File: config.mk
export PLATFORM = sky130hd
export DESIGN_NAME = inst_fetch
export DESIGN_NICKNAME = d
export VERILOG_FILES = /design/src/rtl/inst_fetch_pkg.sv /design/src/rtl/inst_fetch_fifo.sv /design/src/rtl/inst_fetch.sv
export SDC_FILE = /design/constraint.sdc
export NUM_CORES = 1
export LEC_CHECK = 0
export BUFFER_PORTS_ARGS = -buffer_cell sky130_fd_sc_hd__buf_2
export CELL_PAD_IN_SITES_DETAIL_PLACEMENT = 1
export CELL_PAD_IN_SITES_GLOBAL_PLACEMENT = 1
export CORE_MARGIN = 3
export CORE_UTILIZATION = 25
export CTS_CLUSTER_SIZE = 12
export DETAILED_ROUTE_END_ITERATION = 16
export PLACE_DENSITY = 0.57
export SLEW_MARGIN = 25
export SYNTH_ARGS = -nofsm -noshare
export SYNTH_HDL_FRONTEND = slang
export SYNTH_SLANG_ARGS = --single-unit
File: constraint.sdc
create_clock -name i_clk -period 4.7 [get_ports i_clk]
set_input_delay 0.47 -clock i_clk [delete_from_list [all_inputs] [get_ports i_clk]]
set_output_delay 0.47 -clock i_clk [all_outputs]
set_load 0.02 [all_outputs]
File: src/rtl/inst_fetch_pkg.sv
// Shared widths, constants and types for the instruction fetch unit.
package inst_fetch_pkg;

  localparam int INST_BUS      = 32;
  localparam int INST_ADDR_BUS = 32;
  localparam logic [INST_BUS-1:0] INST_NOP = 32'h0000_0013;

  typedef enum logic [1:0] {
    IDLE  = 2'd0,
    FETCH = 2'd1,
    DRAIN = 2'd2
  } fetch_state_t;

  typedef struct packed {
    logic [INST_BUS-1:0]      inst;
    logic [INST_ADDR_BUS-1:0] addr;
  } fetch_entry_t;

  function automatic logic [INST_ADDR_BUS-1:0] align_word(input logic [INST_ADDR_BUS-1:0] a);
    return {a[INST_ADDR_BUS-1:2], 2'b00};
  endfunction

endpackage

File: src/rtl/inst_fetch_fifo.sv
// Registered FIFO of {inst, addr}; clear empties it, data storage is not reset.
module inst_fifo
  import inst_fetch_pkg::*;
#(
  parameter  int DEPTH = 2,
  localparam int CNT_W = $clog2(DEPTH + 1),
  localparam int PTR_W = (DEPTH > 1) ? $clog2(DEPTH) : 1
) (
  input  logic               clk,
  input  logic               rst_n,
  input  logic               push,
  input  logic               pop,
  input  logic               clear,
  input  fetch_entry_t       wdata,
  output fetch_entry_t       rdata,
  output logic               full,
  output logic               empty,
  output logic [CNT_W-1:0]   count
);

  fetch_entry_t     mem [DEPTH];
  logic [PTR_W-1:0] wr_ptr;
  logic [PTR_W-1:0] rd_ptr;
  logic             do_push;
  logic             do_pop;

  function automatic logic [PTR_W-1:0] ptr_inc(input logic [PTR_W-1:0] p);
    return (p == PTR_W'(DEPTH - 1)) ? '0 : p + 1'b1;
  endfunction

  assign full    = (count == CNT_W'(DEPTH));
  assign empty   = (count == '0);
  assign do_pop  = pop && !empty;
  assign do_push = push && (!full || do_pop);
  assign rdata   = mem[rd_ptr];

  always_ff @(posedge clk or negedge rst_n) begin
    if (!rst_n) begin
      wr_ptr <= '0;
      rd_ptr <= '0;
      count  <= '0;
    end else if (clear) begin
      wr_ptr <= '0;
      rd_ptr <= '0;
      count  <= '0;
    end else begin
      if (do_push) wr_ptr <= ptr_inc(wr_ptr);
      if (do_pop)  rd_ptr <= ptr_inc(rd_ptr);
      count <= count + CNT_W'(do_push) - CNT_W'(do_pop);
    end
  end

  always_ff @(posedge clk) begin
    if (do_push && !clear) mem[wr_ptr] <= wdata;
  end

endmodule

File: src/rtl/inst_fetch.sv
// Fetch unit: owns the PC, issues word reads, buffers responses and drops stale ones after a redirect.
module inst_fetch
  import inst_fetch_pkg::*;
#(
  parameter logic [INST_ADDR_BUS-1:0] RESET_PC = 32'h0000_0000,
  parameter int                       DEPTH    = 2
) (
  input  logic                     i_clk,
  input  logic                     i_rst_n,
  output logic                     o_mem_req_valid,
  input  logic                     i_mem_req_ready,
  output logic [INST_ADDR_BUS-1:0] o_mem_req_addr,
  input  logic                     i_mem_resp_valid,
  input  logic [INST_BUS-1:0]      i_mem_resp_data,
  output logic                     o_inst_valid,
  input  logic                     i_inst_ready,
  output logic [INST_BUS-1:0]      o_inst,
  output logic [INST_ADDR_BUS-1:0] o_inst_addr,
  input  logic                     i_ex_jump_flag,
  input  logic [INST_ADDR_BUS-1:0] i_ex_jump_addr,
  input  logic                     i_hold_flag
);

  localparam int               CNT_W = $clog2(DEPTH + 1);
  localparam logic [CNT_W:0]   CAP   = (CNT_W + 1)'(DEPTH);

  fetch_state_t             state;
  logic [INST_ADDR_BUS-1:0] req_pc;
  logic [INST_ADDR_BUS-1:0] resp_pc;
  logic [CNT_W-1:0]         outstanding;
  logic [CNT_W-1:0]         outstanding_nxt;
  logic [CNT_W-1:0]         drop;
  logic [CNT_W-1:0]         drop_nxt;
  logic [CNT_W-1:0]         count;
  logic [CNT_W:0]           inflight;
  logic                     full;
  logic                     empty;
  logic                     req_fire;
  logic                     push;
  logic                     pop;
  fetch_entry_t             head;
  fetch_entry_t             wentry;

  // Requests only in FETCH, and never more than DEPTH words promised to the buffer.
  assign inflight        = {1'b0, outstanding} + {1'b0, count};
  assign o_mem_req_valid = (state == FETCH) && !i_hold_flag && !i_ex_jump_flag && (inflight < CAP);
  assign o_mem_req_addr  = req_pc;
  assign req_fire        = o_mem_req_valid && i_mem_req_ready;

  assign outstanding_nxt = outstanding + CNT_W'(req_fire) - CNT_W'(i_mem_resp_valid);
  assign drop_nxt        = (i_mem_resp_valid && (drop != '0)) ? drop - 1'b1 : drop;

  assign push   = i_mem_resp_valid && !i_ex_jump_flag && (drop == '0);
  assign pop    = o_inst_valid && i_inst_ready && !i_ex_jump_flag;
  assign wentry = '{inst: i_mem_resp_data, addr: resp_pc};

  assign o_inst_valid = !empty;
  assign o_inst       = empty ? INST_NOP : head.inst;
  assign o_inst_addr  = empty ? '0 : head.addr;

  inst_fifo #(.DEPTH(DEPTH)) u_fifo (
    .clk   (i_clk),
    .rst_n (i_rst_n),
    .push  (push),
    .pop   (pop),
    .clear (i_ex_jump_flag),
    .wdata (wentry),
    .rdata (head),
    .full  (full),
    .empty (empty),
    .count (count)
  );

  always_ff @(posedge i_clk or negedge i_rst_n) begin
    if (!i_rst_n) begin
      state       <= IDLE;
      req_pc      <= RESET_PC;
      resp_pc     <= RESET_PC;
      outstanding <= '0;
      drop        <= '0;
    end else begin
      outstanding <= outstanding_nxt;
      if (i_ex_jump_flag) begin
        // Everything still in flight belongs to the old stream.
        req_pc  <= align_word(i_ex_jump_addr);
        resp_pc <= align_word(i_ex_jump_addr);
        drop    <= outstanding_nxt;
        state   <= (outstanding_nxt != '0) ? DRAIN : FETCH;
      end else begin
        if (req_fire) req_pc  <= req_pc + 32'd4;
        if (push)     resp_pc <= resp_pc + 32'd4;
        drop <= drop_nxt;
        case (state)
          IDLE:    state <= FETCH;
          FETCH:   state <= FETCH;
          DRAIN:   if (drop_nxt == '0) state <= FETCH;
          default: state <= IDLE;
        endcase
      end
    end
  end

  a_no_overflow : assert property (@(posedge i_clk) disable iff (!i_rst_n)
    !(push && full && !pop));

endmodule
==> results of run 1 <==
## power breakdown
group | internal [mW] | switching (mW)
logic | 0.347 | 0.576
clock network | 0.802 | 0.686
registers | 1.98 | 0.165
## flip-flops by register name, indices dropped and copies added, names as in the netlist
signal,flops
u_fifo.mem,124
o_mem_req_addr,30
resp_pc,30
drop,2
outstanding,2
state,2
u_fifo.count,2
u_fifo.rd_ptr,1
u_fifo.wr_ptr,1
## synthesized netlist by cell type, drive strengths merged (7+ instances only)
library cell / count / area share
xor2: 21 / 0.021
o21ai: 21 / 0.012
ha: 7 / 0.010
a21oi: 11 / 0.0064
clkbuf: 21 / 0.0092
nor3: 12 / 0.0070
edfxtp: 124 / 0.43
nand4: 18 / 0.013
nand2: 45 / 0.020
xnor2: 31 / 0.032
inv: 14 / 0.0061
nor4: 10 / 0.0080
dfrtp: 70 / 0.20
and3: 9 / 0.0066
mux2: 21 / 0.028
buf: 11 / 0.0067
nand3: 19 / 0.011
nor2: 93 / 0.041
mux2i: 65 / 0.076
## cells by family (layout without fill, tap and decap cells)
family | after synthesis | count (layout) | synth area share
xor+xnor | 52 | 52 | 0.05319
fa+ha+maj | 8 | 8 | 0.01257
compound gates | 57 | 57 | 0.04092
flops | 194 | 194 | 0.6395
simple gates | 230 | 230 | 0.1277
buf+inv | 46 | 216 | 0.02207
other cells | 1 | 4 | 0.0004380
mux | 86 | 86 | 0.1036
## worst register-to-register path: cells and delay by family, from the launching register on
kind | cells | cell delay, ns
and+or+nand+nor | 4 | 1.07
buffers and inverters | 2 | 0.19
DFF | 1 | 0.44
AOI/OAI and AO/OA | 1 | 0.13
xor gates and xnor gates | 2 | 0.37
adders and majority gates | 3 | 0.97
## cell usage in the layout, fill, tap and decap left out, drive strengths merged, types with 3 or more instances in the layout
cell	count
a21boi	5
a21oi	11
a31oi	5
and2	3
and3	9
and4	5
buf	170
clkbuf	17
clkinv	7
conb	4
dfrtp	70
edfxtp	124
ha	7
inv	18
mux2	21
mux2i	65
nand2	45
nand2b	3
nand3	19
nand4	18
nor2	93
nor2b	5
nor3	12
nor4	10
o211ai	4
o21ai	21
o311ai	3
or4b	3
xnor2	31
xor2	21
## metal layers
layer,part of all wire,global-route usage,vias up
met4,0.017,0.03895,2
met2,0.45,0.1968,145
met5,0.00057,0,-
li1,-,-,2748
met3,0.056,0.03374,30
met1,0.48,0.1717,2876
## worst paths after layout
path / cells after the start / slack, ns / end
max in group asynchronous: 2 / 3.82 / o_mem_req_addr[3]
min reg2reg: 0 / 0.52 / u_fifo.mem[1][9]
min: 1 / 0.03 / o_mem_req_addr[21]
max: 12 / 1.43 / state[0]
min in group i_clk: 1 / 0.23 / u_fifo.mem[1][45]
max reg2reg: 12 / 1.43 / state[0]
## per-stage QoR
stage	worst slack [ns]	hold slack (ns)	power [mW]	utilization
after floorplan	0.2137	0.1744	2.751	-
after global placement	1.473	0.4845	3.108	0.2942
after detailed placement	1.403	0.4913	3.129	0.2942
after CTS	1.384	0.04192	4.644	0.3122
after global routing	1.185	0.05495	4.824	0.3122
final	1.427	0.03296	4.554	0.3122
## final cells by class
type                    count  area, um2
clock inverters            15      177.7
inverters                  14      52.55
fillers                  3700      23120
well taps                 448      560.5
multi-input cells         437       2925
flip-flops and latches    194       5479
clock buffers              17      425.4
repair buffers            170      873.3
==> run summary, run 1 <==
Routed length per placed instance -> 17.60 um
Clock sink count -> 194
First-pass GRT wire length -> 35380 um
Number of setup violations in the final report -> 0
Netlist cell types -> 46
RSZ-0062 raised after global routing -> false
Share of post-route cells with drive strength above 1 -> 0.2763
Period utilisation layout -> 0.6963
Final WL -> 22790 um
Setup TNS -> 0 ns
Routed Antenna Nets -> 0
Root buffer cell -> clkbuf_16
Worst-path maximum fanout -> 10
Seq/Total Area, Yosys -> 0.6395
DR vias -> 5801
Final Slew Violations -> 0
IO Pins -> 169
TritonCTS buffer count -> 17
Clock transition at the registers of the reported paths -> 0.08 ns
Slowest stage cell, crit path -> or3b_2
WP data arrival -> 3.60 ns
Post-cts sizing count -> 0
P_leak -> 3.955 nW
Setup Fix Bufs, Post-CTS -> 0
Number of synthesized flops with an enable pin -> 124
Grt ovf -> 0
Post-synth ARST share -> 0.3608
Cells along the critical path -> and2_1, fa_1, or3b_2, nor2_1, inv_2, ha_1, inv_1, ha_1, xnor2_1, xnor2_1, o21ai_0, and3_1
Drt drc -> 0
Gate Count Post-Synth -> 674
Drt first-iter violations -> 294
Area post-placement -> 0.009891 mm2
Max-slew headroom -> 0.3234
Yosys warns -> 0
Buf/Inv on CP -> 2
Synthesis-to-layout area growth -> 22.56%
CP top delay family -> simple AND/OR/NAND/NOR gates
Clk Latency, worst-skew pair -> 0.43 ns
Initial core utilization -> 0.2547
Total of max-cap violations -> 0
Hpwl dp -> 15880 um
Mean post-synth cell area -> 12.70 um2
Worst Setup End Kind -> flop
Chip Width -> 191.1 um
1st-pass router iterations -> 4
IO buf count -> 162
# rows -> 67
Vias/cell -> 4.480
TritonCTS clock tree -> yes
Crit path kind -> reg2reg
CP peak stage delay -> 0.51 ns
Cell area after synthesis -> 0.008562 mm2
Inserted Diodes -> 0
Final instance area -> 0.01049 mm2
Core box area -> 0.03362 mm2
Worst R2R Start -> u_fifo.count[0]
Placed Instances -> 1263
GRT Total Usage -> 0.1262
Hold WC Path Type -> in2async
WP data required -> 5.03 ns
Outcome -> complete, no violations
Initial antenna violation count -> 1
Critical path launch point -> u_fifo.count[0]
Worst vdd rail ir drop -> 242.9 uV
Largest net degree at the start of global routing -> 63
Number of global-route vias before repair -> 5965
Min Clock Period, post-route -> 3.273 ns
Placer congestion estimate -> 0.7912
Worst Tran Pin Value -> 1.006 ns
Prevailing post-synth register cell -> edfxtp_1
Final Skew -> 0.01450 ns
Die ar. -> 0.03650 mm2
Startpoint types -> flop
Clock Path Buffers -> 2
Cts hold-fix bufs -> 0
Synth Register Bits -> 194
P per Cell Area -> 434.0 mW/mm2
H-tree levels -> 4
F_max -> 305.6 MHz
Non-filler cells, final -> 1295
Nets -> 913
Final hold vios -> 0
DIE HEIGHT -> 191.1 um
Power figures use the tool's default switching activity.
==> run 2, diff against run 1 <==
Settings changed: PLACE_DENSITY 0.57 to 0.55.
Clock period 4.7 ns to 3.4 ns, I/O delays scaled along.
==> run summary, run 2 (same netlist as run 1, synthesis figures left out) <==
Placer congestion estimate -> 0.7964 (+0.66%)
Max-slew headroom -> 0.4159 (+0.09250)
Clock Path Buffers -> 2 (unchanged)
Cells along the critical path -> and2_1, fa_1, or3b_2, nor2_1, inv_2, ha_1, inv_1, ha_1, xnor2_2, xnor2_2, o21ai_0, o21ai_0
Most flop-heavy register -> u_fifo.mem
TritonCTS buffer count -> 17 (unchanged)
Nets -> 920 (+0.77%)
Worst-path maximum fanout -> 4 (-6)
Core box area -> 0.03362 mm2 (unchanged)
Hold WC Path Type -> in2reg
Vias/cell -> 4.431 (-1.1%)
# rows -> 67 (unchanged)
Initial core utilization -> 0.2547 (unchanged)
Inserted Diodes -> 0 (unchanged)
WP data arrival -> 3.45 ns (-0.15 ns)
Die ar. -> 0.03650 mm2 (unchanged)
IO buf count -> 162 (unchanged)
Setup Fix Bufs, Post-CTS -> 0 (unchanged)
Routed Antenna Nets -> 0 (unchanged)
Outcome -> complete, no violations
CP top delay family -> adder cells
Hold Crit Endpoint -> u_fifo.mem[1][45]
Largest net degree at the start of global routing -> 63 (unchanged)
WP data required -> 3.70 ns (-1.33 ns)
Final WL -> 22960 um (+0.75%)
Clock sink count -> 194 (unchanged)
Worst vdd rail ir drop -> 342.4 uV (+41%)
Root buffer cell -> clkbuf_16
Buf/Inv on CP -> 2 (unchanged)
TritonCTS clock tree -> yes
Final hold vios -> 0 (unchanged)
IO Pins -> 169 (unchanged)
Period utilisation layout -> 0.9251 (+0.2288)
Number of global-route vias before repair -> 5976 (+0.18%)
WHS Path Cells -> 1
HP Start -> i_mem_resp_data[13]
GRT Total Usage -> 0.1272 (+0.0009920)
Drt drc -> 0 (unchanged)
Clock transition at the registers of the reported paths -> 0.08 ns (about the same)
1st-pass router iterations -> 4 (unchanged)
Most common cell after layout, fill and taps aside -> buf_2
Final Slew Violations -> 0 (unchanged)
Routed length per placed instance -> 17.64 um (+0.21%)
F_max -> 317.9 MHz (+4.0%)
Share of post-route cells with drive strength above 1 -> 0.2845 (+0.008274)
Hpwl dp -> 16110 um (+1.5%)
Total of max-cap violations -> 0 (unchanged)
Slowest stage cell, crit path -> or3b_2
Drt first-iter violations -> 258 (-12%)
Critical path launch point -> u_fifo.count[0]
Pre-CTS setup slack -> 0.2249 ns (-1.178 ns)
Final Skew -> 0.01474 ns (+0.0002453 ns)
DIE HEIGHT -> 191.1 um (unchanged)
Synthesis-to-layout area growth -> 23.50%
P_leak -> 4.001 nW (+1.2%)
Reg2reg end -> state[1]
P per Cell Area -> 588.7 mW/mm2 (+36%)
Final instance area -> 0.01057 mm2 (+0.76%)
H-tree levels -> 4 (unchanged)
Initial antenna violation count -> 0 (-1)
Worst Tran Pin Value -> 0.8695 ns (-0.1362 ns)
RSZ-0062 raised after global routing -> false
Commonest cells after routing, fill and taps aside -> buf_2, edfxtp_1, nor2_1
Startpoint types -> flop
Min Clock Period, post-route -> 3.145 ns (-0.1273 ns)
Setup slack, reg-to-reg -> 0.25 ns (-1.17 ns)
Clk Latency, worst-skew pair -> 0.43 ns (about the same)
First-pass GRT wire length -> 35510 um (+0.37%)
Crit path kind -> reg2reg
Number of flip-flops under the largest register name -> 124 (unchanged)
DR vias -> 5769 (-0.55%)
Area post-placement -> 0.009983 mm2 (+0.94%)
FF-to-FF path depth -> 12 (unchanged)
Grt ovf -> 0 (unchanged)
Worst Setup End Kind -> flop
Hold slack final -> 0.09725 ns (+0.06429 ns)
Final worst setup slack -> 0.2546 ns (-1.173 ns)
Worst R2R Start -> u_fifo.count[0]
Chip Width -> 191.1 um (unchanged)
Number of setup violations in the final report -> 0 (unchanged)
CP peak stage delay -> 0.51 ns (about the same)
Setup TNS -> 0 ns (unchanged)
-- run 2: cell count changes in the layout (fill, tap and decap cells not counted), sizes merged --
cell	before	now
clkinvlp	2	1
bufinv	2	0
clkinv	7	5
inv	18	23
buf	170	176
dlygate4sd3	0	1
-- run 2: per-layer routing --
metal	global-route usage	vias up	part of all wire
li1	-	2763	-
met1	0.1827	2869	0.50
met2	0.1982	124	0.45
met3	0.02567	13	0.042
met4	0.02907	0	0.0092
met5	0	-	0
-- run 2: layout make-up --
cell class                      count  area, um2
Inverter                           14      52.55
Fill cell                        3698      23040
Multi-Input combinational cell    437       2940
Timing Repair Buffer              177      975.9
Clock inverter                     15      140.1
Tap cell                          448      560.5
Clock buffer                       17      425.4
Sequential cell                   194       5479
-- run 2: per-stage QoR --
step	utilization	power, mW	instances
global route	0.3145	6.596	1302
detailed placement	0.2970	4.341	1269
CTS	0.3141	6.344	1302
floorplan	-	3.800	677
finish	0.3145	6.225	1302
global placement	0.2970	4.311	1269
-- run 2: how the worst max path moves through the flow --
stage	end	slack, ns	cells past startpoint
2_1_floorplan	u_fifo.mem[0][10]	0.08	5
3_3_place_gp	state[0]	0.31	12
3_5_place_dp	state[0]	0.22	12
4_1_cts	state[0]	0.22	12
5_1_grt	state[1]	0.07	12
6_report	state[1]	0.25	12
-- run 2: power breakdown --
group | internal (mW) | switching [mW]
Clock | 0.976 | 0.972
Combinational | 0.503 | 0.831
Sequential | 2.73 | 0.210
Total | 4.21 | 2.01
-- run 2: what timing repair did --
| item | 4_1_cts | 5_1_grt |
|---|---|---|
| setup endpoints to repair | 0 | 2 |
| hold buffers | 1 | 0 |
| resized for setup | 0 | 2 |
| hold endpoints to repair | 20 | 0 |
